## config.mk

```make
export PLATFORM = sky130hd
export DESIGN_NAME = multicycle_control
export DESIGN_NICKNAME = d
export VERILOG_FILES = /design/src/rtl/multicycle_control.sv
export SDC_FILE = /design/constraint.sdc
export NUM_CORES = 1
export LEC_CHECK = 0
export ABC_AREA = 1
export CAP_MARGIN = 0
export CORE_ASPECT_RATIO = 0.5
export CORE_MARGIN = 8
export CORE_UTILIZATION = 52
export DETAILED_ROUTE_END_ITERATION = 16
export PLACE_DENSITY = 0.81
export SYNTH_ARGS = -nofsm -noshare
export SYNTH_HDL_FRONTEND = slang
export SYNTH_SLANG_ARGS = --single-unit
```

## constraint.sdc

```tcl
create_clock -name clk -period 1.7 [get_ports clk]
set_input_delay 0.425 -clock clk [delete_from_list [all_inputs] [get_ports clk]]
set_output_delay 0.425 -clock clk [all_outputs]
set_load 0.03 [all_outputs]
```

## src/rtl/multicycle_control.sv

```systemverilog
// Multi-cycle MIPS control unit: Moore sequencer for fetch/decode/execute/memory/write-back
// with memory-ready handshake, wait timeout, illegal-opcode flag and retired-instruction counter.
module multicycle_control #(
  parameter int unsigned OPCODE_W = 6,
  parameter int unsigned TIMEOUT  = 16,
  parameter int unsigned CNT_W    = 32
) (
  input  logic                clk,
  input  logic                reset_n,
  input  logic [OPCODE_W-1:0] opcode,
  input  logic                mem_ready,
  output logic                pc_write,
  output logic                pc_write_cond,
  output logic                i_or_d,
  output logic                ir_write,
  output logic                mem_read,
  output logic                mem_write,
  output logic                mem_to_reg,
  output logic                reg_dst,
  output logic                reg_write,
  output logic                alu_src_a,
  output logic [1:0]          alu_src_b,
  output logic [1:0]          alu_op,
  output logic [1:0]          pc_source,
  output logic [3:0]          state,
  output logic                illegal_op,
  output logic                bus_error,
  output logic [CNT_W-1:0]    instr_count
);

  localparam int unsigned WAIT_W = (TIMEOUT < 2) ? 1 : $clog2(TIMEOUT);

  localparam logic [OPCODE_W-1:0] OP_RTYPE = OPCODE_W'(6'b000000);
  localparam logic [OPCODE_W-1:0] OP_SHIFT = OPCODE_W'(6'b110000);
  localparam logic [OPCODE_W-1:0] OP_LW    = OPCODE_W'(6'b100011);
  localparam logic [OPCODE_W-1:0] OP_SW    = OPCODE_W'(6'b101011);
  localparam logic [OPCODE_W-1:0] OP_ADDI  = OPCODE_W'(6'b001000);
  localparam logic [OPCODE_W-1:0] OP_ANDI  = OPCODE_W'(6'b001100);
  localparam logic [OPCODE_W-1:0] OP_BEQ   = OPCODE_W'(6'b000100);
  localparam logic [OPCODE_W-1:0] OP_J     = OPCODE_W'(6'b000010);

  typedef enum logic [3:0] {
    S_FETCH     = 4'd0,
    S_DECODE    = 4'd1,
    S_MEM_ADDR  = 4'd2,
    S_MEM_READ  = 4'd3,
    S_MEM_WB    = 4'd4,
    S_MEM_WRITE = 4'd5,
    S_EXECUTE   = 4'd6,
    S_ALU_WB    = 4'd7,
    S_BRANCH    = 4'd8,
    S_JUMP      = 4'd9,
    S_IMM_EXEC  = 4'd10,
    S_IMM_WB    = 4'd11
  } state_t;

  state_t              state_q;
  logic [OPCODE_W-1:0] opcode_q;
  logic [WAIT_W-1:0]   wait_cnt;
  logic                timeout_hit;

  // A ready memory always wins over an expiring wait count.
  assign timeout_hit = (TIMEOUT != 0) && !mem_ready &&
                       (wait_cnt == WAIT_W'(TIMEOUT - 1));

  assign state = state_q;

  // Sequencer: state, latched opcode, wait counter, error pulses, retire counter.
  always_ff @(posedge clk or negedge reset_n) begin
    if (!reset_n) begin
      state_q     <= S_FETCH;
      opcode_q    <= '0;
      wait_cnt    <= '0;
      illegal_op  <= 1'b0;
      bus_error   <= 1'b0;
      instr_count <= '0;
    end else begin
      illegal_op <= 1'b0;
      bus_error  <= 1'b0;
      wait_cnt   <= '0;
      case (state_q)
        S_FETCH: begin
          if (mem_ready)        state_q <= S_DECODE;
          else if (timeout_hit) bus_error <= 1'b1;
          else                  wait_cnt <= wait_cnt + WAIT_W'(1);
        end
        S_DECODE: begin
          opcode_q <= opcode;
          case (opcode)
            OP_RTYPE, OP_SHIFT: state_q <= S_EXECUTE;
            OP_LW, OP_SW:       state_q <= S_MEM_ADDR;
            OP_ADDI, OP_ANDI:   state_q <= S_IMM_EXEC;
            OP_BEQ:             state_q <= S_BRANCH;
            OP_J:               state_q <= S_JUMP;
            default: begin
              state_q    <= S_FETCH;
              illegal_op <= 1'b1;
            end
          endcase
        end
        S_MEM_ADDR: state_q <= (opcode_q == OP_LW) ? S_MEM_READ : S_MEM_WRITE;
        S_MEM_READ: begin
          if (mem_ready) state_q <= S_MEM_WB;
          else if (timeout_hit) begin
            state_q   <= S_FETCH;
            bus_error <= 1'b1;
          end else wait_cnt <= wait_cnt + WAIT_W'(1);
        end
        S_MEM_WRITE: begin
          if (mem_ready) begin
            state_q     <= S_FETCH;
            instr_count <= instr_count + CNT_W'(1);
          end else if (timeout_hit) begin
            state_q   <= S_FETCH;
            bus_error <= 1'b1;
          end else wait_cnt <= wait_cnt + WAIT_W'(1);
        end
        S_EXECUTE:  state_q <= S_ALU_WB;
        S_IMM_EXEC: state_q <= S_IMM_WB;
        S_MEM_WB, S_ALU_WB, S_IMM_WB, S_BRANCH, S_JUMP: begin
          state_q     <= S_FETCH;
          instr_count <= instr_count + CNT_W'(1);
        end
        default: state_q <= S_FETCH;
      endcase
    end
  end

  // Moore control decode from the state register, forced low while in reset.
  always_comb begin
    pc_write      = 1'b0;
    pc_write_cond = 1'b0;
    i_or_d        = 1'b0;
    ir_write      = 1'b0;
    mem_read      = 1'b0;
    mem_write     = 1'b0;
    mem_to_reg    = 1'b0;
    reg_dst       = 1'b0;
    reg_write     = 1'b0;
    alu_src_a     = 1'b0;
    alu_src_b     = 2'b00;
    alu_op        = 2'b00;
    pc_source     = 2'b00;
    if (reset_n) begin
      case (state_q)
        S_FETCH: begin
          mem_read  = 1'b1;
          alu_src_b = 2'b01;
          ir_write  = mem_ready;
          pc_write  = mem_ready;
        end
        S_DECODE: alu_src_b = 2'b11;
        S_EXECUTE: begin
          alu_src_a = 1'b1;
          alu_op    = 2'b10;
          alu_src_b = (opcode_q == OP_SHIFT) ? 2'b10 : 2'b00;
        end
        S_ALU_WB: begin
          reg_dst   = 1'b1;
          reg_write = 1'b1;
        end
        S_IMM_EXEC: begin
          alu_src_a = 1'b1;
          alu_src_b = 2'b10;
          alu_op    = (opcode_q == OP_ANDI) ? 2'b11 : 2'b00;
        end
        S_IMM_WB: reg_write = 1'b1;
        S_MEM_ADDR: begin
          alu_src_a = 1'b1;
          alu_src_b = 2'b10;
        end
        S_MEM_READ: begin
          mem_read = 1'b1;
          i_or_d   = 1'b1;
        end
        S_MEM_WB: begin
          reg_write  = 1'b1;
          mem_to_reg = 1'b1;
        end
        S_MEM_WRITE: begin
          mem_write = 1'b1;
          i_or_d    = 1'b1;
        end
        S_BRANCH: begin
          alu_src_a     = 1'b1;
          alu_op        = 2'b01;
          pc_write_cond = 1'b1;
          pc_source     = 2'b01;
        end
        S_JUMP: begin
          pc_write  = 1'b1;
          pc_source = 2'b10;
        end
        default: ;
      endcase
    end
  end

endmodule

```

Word level (Yosys, flattened, before mapping). Index checks and enable logic that the tools add are counted.

Add/sub/neg operators: 2. Equal/unequal tests: 24. Mux-type cells: 45. Reductions and logical operators: 17.

Operator list (count): one-hot mux 32 bit (2 select lines) (1); adder 32 x 1 -> 32 bit (second input constant) (1); 2-to-1 mux 32 bit (1); equality test 6 bit (second input constant) (5); 2-to-1 mux 4 bit (7); one-hot mux 4 bit (7 select lines) (1); 2-to-1 mux 1 bit (24); equality test 4 bit (second input constant) (5); one-hot mux 4 bit (5 select lines) (1); equality test 6 x 4 -> 1 bit (second input constant) (3); equality test 4 x 3 -> 1 bit (second input constant) (4); OR reduction 2 bit (6); 2-to-1 mux 2 bit (5); equality test 4 x 2 -> 1 bit (second input constant) (2); one-hot mux 2 bit (4 select lines) (1); OR reduction 8 bit (1); equality test 6 x 2 -> 1 bit (second input constant) (1); equality test 6 x 3 -> 1 bit (second input constant) (1); zero test 6 bit (1); one-hot mux 2 bit (3 select lines) (1); OR reduction 3 bit (2); OR reduction 5 bit (1); adder 4 x 1 -> 4 bit (second input constant) (1); equality test 4 x 1 -> 1 bit (second input constant) (1); 10 further kinds (11).

Flip-flop bits (word level): 48. Output and inout port bits: 54. Word-level logic and storage cells: 94.

Logic depth before layout (Yosys ltp). Gate-level depths: netlist of run 1.

Word-level depth: 5. Gate-level depth with buffers: 10. Mapped depth without buffers: 10.

Worst setup path before layout of run 1. Ideal clock, no wire load.

Kind: reg-to-output. Start: register state_q[2] (netlist: state[2]). End: output port alu_src_b[1]. Arrival: 1673 ps. Required time: 1275 ps. Path slack: -398 ps. Stages on the path, launching flop included: 7. Path buffers: 1. Cell sequence: dfrtp_1 > inv_1 > nand2_1 > inv_1 > nand2_1 > clkbuf_1 > a31oi_1.

Word-level cells in the longest chain between the ends: 4.

RTL lines: from (decl) (RTL line 57) `state_t state_q;`; from (signal assigned) (RTL line 101) `S_MEM_ADDR: state_q <= (opcode_q == OP_LW) ? S_MEM_READ : S_MEM_WRITE;`; equality test 4 bit or equality test 4 x 2 -> 1 bit (tied branches) (RTL line 145) `case (state_q)`; OR reduction 2 bit (no source line); one-hot mux 2 bit (4 select lines) (*) (RTL line 145); 2-to-1 mux 2 bit (*) (RTL line 144) `if (reset_n) begin`; to (decl) (RTL line 22) `output logic [1:0] alu_src_b,`.

Every way passes the cells marked *; elsewhere a longest branch is shown, timed or not.

Worst setup path after layout of run 1.
Start: register state_q[0] (netlist: state[0]). End: output port mem_read.

Word-level cells in the longest chain between the ends: 4.

RTL lines: equality test 4 x 2 -> 1 bit or zero test 4 bit (tied branches) (RTL line 145); OR reduction 2 bit (no source line) (*); 2-to-1 mux 1 bit (*) (RTL line 145); 2-to-1 mux 1 bit (*) (RTL line 144); to (decl) (RTL line 16) `output logic mem_read,`.

Marks and branches as above.

==> results of run 1 <==
timing repair:
action,4_1_cts,5_1_grt
setup buffers,6,5
gates cloned,0,2
resized for setup,77,87
endpoints found under the setup margin,54,33
pin swaps,8,21
final cells by class:
cell class	instances	area share, %
Multi-Input combinational cell	347	42.15
Sequential cell	48	25.91
Timing Repair Buffer	112	22.07
Inverter	51	4.489
Clock buffer	6	2.769
Tap cell	73	1.962
Clock inverter	1	0.6452
routing by layer:
layer	up-vias	wire length (um)	track usage [%]
li1	1642	-	-
met1	1686	4152	24.59
met2	170	5022	35.39
met3	41	713	3.528
met4	0	380	6.093
met5	-	0	0
power groups by stage:
stage | combinational (W) | sequential, W | clock (W)
6_report | 0.00205 | 0.00147 | 0.00112
3_5_place_dp | 0.00144 | 0.00145 | 0
2_1_floorplan | 0.000690 | 0.00160 | 0
5_1_grt | 0.00217 | 0.00149 | 0.00119
4_1_cts | 0.00156 | 0.00143 | 0.00112
3_3_place_gp | 0.00143 | 0.00145 | 0
cells by family after synthesis:
group / share of synthesized area (%)
AND/OR/NAND/NOR: 41.78
adder cells (fa/ha/maj): 0.8280
AO/OA/AOI/OAI: 3.975
buffers and inverters: 8.447
flip-flops: 39.75
XOR/XNOR: 5.218
final timing paths:
kind | to | slack, ps | startpoint
hold reg to reg | instr_count[7]$_DFFE_PN0P_ | 520 | instr_count[7]$_DFFE_PN0P_
setup / recovery | mem_read | -320 | state[0]$_DFFE_PN0P_
setup reg to reg | state[2]$_DFFE_PN0P_ | -70 | state[0]$_DFFE_PN0P_
min in group clk | instr_count[7]$_DFFE_PN0P_ | 520 | instr_count[7]$_DFFE_PN0P_
hold / removal | wait_cnt[0]$_DFF_PN0_ | 310 | reset_n
max in group asynchronous | state[0]$_DFFE_PN0P_ | 950 | reset_n
through the flow:
step | setup WS [ps] | cell area, um2 | cells | hold WS [ps] | utilization [%]
2_1_floorplan | -61.74 | 3107 | 454 | 129.4 | -
3_3_place_gp | -94.89 | 3999 | 618 | 496.1 | 72.19
3_5_place_dp | -108.4 | 3999 | 618 | 495.7 | 72.19
4_1_cts | -268.6 | 4247 | 631 | 311.2 | 76.67
5_1_grt | -374.7 | 4654 | 638 | 376.4 | 84.03
6_report | -319.2 | 4654 | 638 | 308.9 | 84.03
cell usage after synthesis:
library cell	instances	area [um2]
nand3_1	31	155.2
nand3_2	1	10.01
or2_2	1	6.260
inv_1	50	187.7
nor2_4	1	11.26
o21ai_0	11	55.05
buf_6	3	33.78
nand4_1	9	56.30
a21oi_1	7	35.03
a31oi_1	2	12.51
nand2_2	2	12.51
xor2_1	9	78.83
nor2_1	75	281.5
dfrtp_1	48	1201
buf_4	3	22.52
nand2_1	167	626.9
xnor2_1	9	78.83
and2_1	1	6.260
o21ai_1	2	10.01
or2_1	1	6.260
inv_2	1	3.750
ha_1	2	25.02
nand3b_1	6	45.04
a21boi_0	1	7.510
nor3_1	9	45.04
clkbuf_1	2	7.510
flip-flops by register name, summed over array words and instances, names as in the netlist:
register     flops
state            4
illegal_op       1
wait_cnt         4
instr_count     32
bus_error        1
opcode_q         6
worst max-delay path, stage by stage (launching register included):
cell and delay (ps):
dfrtp_2 420, buf_4 130, buf_6 100, nand2_4 70, nor2_4 160, inv_2 70
a21oi_2 190, buf_6 160
==> impl_metrics.py, run 1 <==
metrics = {
    "yosys": {
        "yosysSeqAreaShare_pct": 39.75,
        "synth_warnings": 0,
        "netlist_area_um2": 3022,
        "synthesis.nets": 465,
        "synth.avg_cell_area_um2": 6.656,
        "syn_inst": 454,
        "ys_seq_elements": 48,
        "ys_types": 26,
    },
    "flow_run": {
        "max_cap_violations": 0,
    },
    "drt": {
        "routedWlPerCell_um": 16.09,
        "ant_nets": 0,
        "via_per_inst": 5.547,
        "drc": 0,
        "wl_mm": 10.27,
        "vias": 3539,
        "drtIter0Drc": 232,
        "firstDrtPassIters": 5,
    },
    "clock_tree": {
        "clk_latency_ps": 300,
        "cts-buffers-inserted": 5,
        "clkSlewWorstSetupHoldPaths_ps": 70,
        "hold_buffers": 0,
        "cts_sinks": 48,
        "cts-root-buf": "clkbuf_16",
        "clock_path_buffers": 2,
        "h-tree-depth": 2,
        "cts_tree": "done",
    },
    "grt": {
        "grt.total_usage_pct": 20.21,
        "grt_pass1_wl_mm": 14.43,
        "grt_start_max_net_pins": 49,
        "antenna_found_initial": 0,
        "grt_pass1_vias": 3161,
        "gr-total-overflow": 0,
    },
    "timing": {
        "tightest_slew_ps": 618.2,
        "slew_headroom_pct": 58.79,
        "finalSetupViolCount": 22,
        "hold_violations": 0,
        "clock_skew_ps": 8.448,
        "post-route-min-period_ps": 2019,
        "final_max_slew_viol_count": 0,
        "setup_slack_ps": -319.2,
        "rsz0062_at_grt": "true",
        "fin_crit_sh_pct": 118.8,
        "fmax_ghz": 0.4952,
        "setup_tns_ps": -3876,
    },
    "final_layout": {
        "regArea_um2": 1206,
        "fillCellCount": 341,
        "final_common_cell": "nand2_1",
        "areaGrowthSynthToFinish_pct": 54.04,
        "final_cell_mix": "nand2_1, nor2_1, dfrtp_1, buf_4, inv_1",
        "multi_input_area_um2": 1962,
        "diodes": 0,
        "nets": 576,
        "drive_above_1_share_pct": 27.61,
    },
    "power_and_ir_drop": {
        "powerDensity_nw_per_um2": 997.8,
        "p_leak_nw": 2.280,
        "finalPower_w": 0.004644,
        "switchingPower_w": 0.001806,
        "clkPwrFrac_pct": 24.2,
        "vdd_drop_max_v": 0.001017,
        "p_seq_share_pct": 31.7,
        "swShare_pct": 38.89,
        "internal_power_w": 0.002838,
        "pwr-share-comb_pct": 44.1,
    },
    "die": {
        "coreArea_um2": 5539,
        "start_util_pct": 54.55,
        "die_h_um": 69.90,
        "ios": 63,
        "dieArea_um2": 8654,
        "rows": 19,
        "fp.dieW_um": 123.8,
    },
    "worst_setup_path": {
        "ff2ff_path_depth": 8,
        "cp-start-kind": "register",
        "crit_type": "register to output pin",
        "endpoint_kind": "output pin",
        "arrival_ps": 1590,
        "worstPathMaxFanout": 3,
        "crit_required_ps": 1270,
    },
    "placement": {
        "port_buffers": 62,
        "place_congestion": 0.8641,
        "dp_hpwl_mm": 6.254,
    },
    "status": {
        "status": "complete, but fails checks",
        "violations": "negative setup slack",
    },
    "min_path": {
        "hold_class": "input pin to asynchronous set/reset pin",
    },
}
(Power assumes the default switching activity.)
==> inputs of run 2 (changes only) <==
- CTS_CLUSTER_DIAMETER: default -> 80
==> results of run 2 <==
Same layout as run 1: the final DEF is identical, and so are final timing and power.
==> inputs of run 3 (changes only) <==
- GPL_TIMING_DRIVEN: default -> 1
==> results of run 3 <==
Same layout as run 1: the final DEF is identical, and so are final timing and power.
